**src/rtl/reset_release_sequencer.sv**
```systemverilog
// rtl/reset_release_sequencer.sv - staged reset release after hold, with software re-run
// Optional sticky cause output enabled by RESET_SEQ_CAUSE_LOG_EN.
module reset_release_sequencer #(
  parameter int NUM_STAGES  = 3,
  parameter int HOLD_CYCLES = 16,
  parameter int GAP_CYCLES  = 4,
  parameter int CNT_W       = 8
) (
  input  logic                  clock,
  input  logic                  reset,
  input  logic                  io_sw_req,
  output logic [NUM_STAGES-1:0] io_rst_out,
  output logic                  io_done,
  output logic                  io_busy
`ifdef RESET_SEQ_CAUSE_LOG_EN
  ,
  output logic [1:0]            io_cause
`endif
);

  localparam int IDX_W = $clog2(NUM_STAGES) + 1;

  localparam logic [1:0] ST_HOLD    = 2'd0;
  localparam logic [1:0] ST_RELEASE = 2'd1;
  localparam logic [1:0] ST_RUN     = 2'd2;

  localparam logic [CNT_W-1:0]      HOLD_LAST  = CNT_W'(HOLD_CYCLES - 1);
  localparam logic [CNT_W-1:0]      GAP_LAST   = CNT_W'(GAP_CYCLES - 1);
  localparam logic [IDX_W-1:0]      STAGE_LAST = IDX_W'(NUM_STAGES - 1);
  localparam logic [NUM_STAGES-1:0] STAGE_ONE  = NUM_STAGES'(1);

  logic [1:0]       state;
  logic [CNT_W-1:0] cnt;
  logic [IDX_W-1:0] idx;

  always_ff @(posedge clock or posedge reset) begin
    if (reset) begin
      state      <= ST_HOLD;
      cnt        <= '0;
      idx        <= '0;
      io_rst_out <= '1;
      io_done    <= 1'b0;
      io_busy    <= 1'b1;
    end else if (io_sw_req || state == 2'd3) begin
      // A software request (or an illegal encoding) restarts the full hold.
      state      <= ST_HOLD;
      cnt        <= '0;
      idx        <= '0;
      io_rst_out <= '1;
      io_done    <= 1'b0;
      io_busy    <= 1'b1;
    end else begin
      case (state)
        ST_HOLD: begin
          if (cnt == HOLD_LAST) begin
            state <= ST_RELEASE;
            cnt   <= '0;
            idx   <= '0;
          end else begin
            cnt <= cnt + 1'b1;
          end
        end
        ST_RELEASE: begin
          if (cnt == GAP_LAST) begin
            cnt        <= '0;
            idx        <= idx + 1'b1;
            io_rst_out <= io_rst_out & ~(STAGE_ONE << idx);
            if (idx == STAGE_LAST) begin
              state   <= ST_RUN;
              io_done <= 1'b1;
              io_busy <= 1'b0;
            end
          end else begin
            cnt <= cnt + 1'b1;
          end
        end
        default: begin
          cnt        <= '0;
          io_rst_out <= '0;
          io_done    <= 1'b1;
          io_busy    <= 1'b0;
        end
      endcase
    end
  end

`ifdef RESET_SEQ_CAUSE_LOG_EN
  always_ff @(posedge clock or posedge reset) begin
    if (reset)
      io_cause <= 2'b01;
    else if (io_sw_req)
      io_cause <= 2'b10;
  end
`endif

endmodule
```
**config.mk**
```make
export PLATFORM = sky130hd
export DESIGN_NAME = reset_release_sequencer
export DESIGN_NICKNAME = d
export VERILOG_FILES = /design/src/rtl/reset_release_sequencer.sv
export SDC_FILE = /design/constraint.sdc
export NUM_CORES = 1
export LEC_CHECK = 0
export BUFFER_PORTS_ARGS = -buffer_cell sky130_fd_sc_hd__buf_2
export CAP_MARGIN = 5
export CORE_MARGIN = 2
export CORE_UTILIZATION = 56
export DETAILED_ROUTE_END_ITERATION = 6
export GPL_ROUTABILITY_DRIVEN = 1
export PLACE_DENSITY_LB_ADDON = 0.3
export REMOVE_ABC_BUFFERS = 1
export SLEW_MARGIN = 20
export SYNTH_ARGS = -nofsm -noshare
export SYNTH_HDL_FRONTEND = slang
export SYNTH_SLANG_ARGS = --single-unit
```
**constraint.sdc**
```tcl
create_clock -name clock -period 2.4 [get_ports clock]
set_input_delay 0.12 -clock clock [delete_from_list [all_inputs] [get_ports clock]]
set_output_delay 0.12 -clock clock [all_outputs]
set_load 0.01 [all_outputs]
```
==> flow_summary.ini <==
[finish]
fin_nets = 114
most-common-layout-cells = 14 x dfrtp_1, 11 x nand2_1, 10 x nor2_1, 7 x buf_2
regArea_um2 = 455
fillCellCount = 126
area_delta_synth_final_pct = 9.34
layout.cells.non_filler = 121
layout-drive-gt1-share_pct = 18.1
multiInputGateArea_um2 = 460
diodes = 0
mostFrequentLayoutCell = dfrtp_1

[floorplanning]
rows = 14
fp.coreArea_um2 = 1540
fp.dieH_um = 45.2
ios = 8
die_w_um = 45.2
die-area_um2 = 2040
start_util_pct = 61.7

[outcome]
outcome = completed

[worst_setup_path]
critPathArrivalTime_ns = 1.97
cp-endpoint = idx[2]
r2r_end = idx[2]
crit_required_ns = 2.58
crit_type = flop to flop
rrSetupSlack_ns = 0.61
endpoint_kind = flop
reg2reg_depth = 4
worstSetupStartpoint = cnt[4]
worstPathMaxFanout = 5
cp-start-kind = flop
rr_startpoint = cnt[4]

[clocking]
clk_latency_ns = 0.29
clkTransAtPathRegs_ns = 0.10
cts_hold_buf = 1
ctsResizeCount = 0
ctsHtreeMaxLevel = 1
cts.sinks = 18
cts_tree = built
clk_path_buf_depth = 2
cts_setup_buffers = 0
cts_root_buf = clkbuf_4
cts_buffers = 3

[drt]
ant_nets = 0
drc_errors = 0
top_layer_used = met4
wl_met2_um = 797
vias = 719
met1_length_um = 849
drt_pass1_iterations = 4
wl_um = 1740
wl_per_cell_um = 14.3
drt_iter0_markers = 18
vias_per_cell = 5.94
wl_met3_um = 78

[synth]
ys_top_cells_by_area = dfrtp_1 37%, dfstp_2 11%, ha_1 6.6%, nand2_1 4.3%, nor2_1 3.9%
yosysSeqAreaShare_pct = 47.9
synthArstFlopShare_pct = 100
synth_top_area_share_pct = 36.8
synth_edf_count = 0
syn_area_um2 = 951
synth.largest_area_cell = dfrtp_1
ys_ff_latch = 18
ys_types = 33
avgSynthCellArea_um2 = 10.0
yosysWarnings = 0
syn_inst = 95
ys.flop_type = dfrtp_1

[timing]
hold_violations = 0
finalSetupViolCount = 0
finalCritPeriodShare_pct = 74.6
drv_slew = 0
rsz0062_at_grt = no
min_period_ns = 1.79
relSlewSlack_pct = 55.7
fin_tns_setup_ns = 0
clock.fmax_mhz = 559
fin_skew_ns = 0.00349
worstMarginPinSlew_ns = 0.664

[place]
gp_congestion = 0.836
io_buffer_count = 7
dpl.cell_count = 116
post-dp-hpwl_um = 1230

[hold_path]
hp-class = primary input to flop

[job]
drv_cap = 0

[power]
pwr_density_cell_nw_per_um2 = 506
leakage_uw = 0.000480
ir_drop_mv = 0.395

[global_route]
antenna_found_initial = 0
grt_pass1_vias = 693
grt_pass1_wl_um = 2980
grt_max_degree = 19
grtUsageTotal_pct = 20.3
grt_overflow = 0
## worst min-delay path by stage
stage,startpoint,end,depth (start not counted)
6_report,io_sw_req,state[0],2
3_3_place_gp,reset,idx[0],2
3_5_place_dp,reset,idx[1],2
2_1_floorplan,reset,cnt[0],1
5_1_grt,io_sw_req,state[0],2
4_1_cts,io_sw_req,state[0],2
## final cells by class
cell class              instances  share of cell area (%)
flip-flops and latches         18                    43.8
repair buffers                  8                    4.33
multi-input cells              69                    44.3
inverters                       6                    2.17
well taps                      16                    1.93
clock buffers                   4                    3.49
## kinds of logic after synthesis
family | after synthesis | share of synthesized area [%]
xor+xnor | 6 | 5.53
fa+ha+maj | 5 | 6.58
flops | 18 | 47.9
simple gates | 41 | 23.9
compound gates | 17 | 12.4
buf+inv | 8 | 3.68
## per-layer routing
metal	vias up	global-route usage, %
met5	-	0
met3	2	5.60
met1	341	26.9
met4	0	10.6
li1	354	-
met2	22	30.3
## power breakdown
part           total [µW]  internal (µW)  switching (µW)  leakage (µW)
Sequential            312            308            3.86      0.000235
Clock                 185           92.3            92.2     0.0000210
Combinational        29.7           10.5            19.3      0.000224
Total                 526            411             115      0.000480
## flip-flops by register name, summed over array words and instances (netlist names)
signal and cells:
io_busy 1, state 2, cnt 8, io_done 1, io_rst_out 3, idx 3
## synth_stat cells, types with 3 or more instances
cell and number:
o21ai_0 4, xnor2_1 4, inv_1 6, ha_1 5, nor2_1 10, nor3_1 6
dfrtp_1 14, nand2_1 11, nand3_1 3, dfstp_2 4
## metrics by stage
step / setup slack, ns / area [µm²] / util (%) / power (µW) / hold WS, ns
2_1_floorplan: 0.715 / 938 / - / 337 / 0.0557
3_3_place_gp: 0.690 / 993 / 64.4 / 345 / 0.244
3_5_place_dp: 0.646 / 993 / 64.4 / 346 / 0.250
4_1_cts: 0.606 / 1040 / 67.5 / 531 / 0.0601
5_1_grt: 0.477 / 1040 / 67.5 / 553 / 0.0628
6_report: 0.610 / 1040 / 67.5 / 526 / 0.0741
## critical path: stages (launching register included)
cell and delay [ns]:
dfrtp_1 0.44, or4_4 0.60, nor4_4 0.23, nor3_1 0.11, a211o_1 0.30
(Power assumes the default switching activity.)
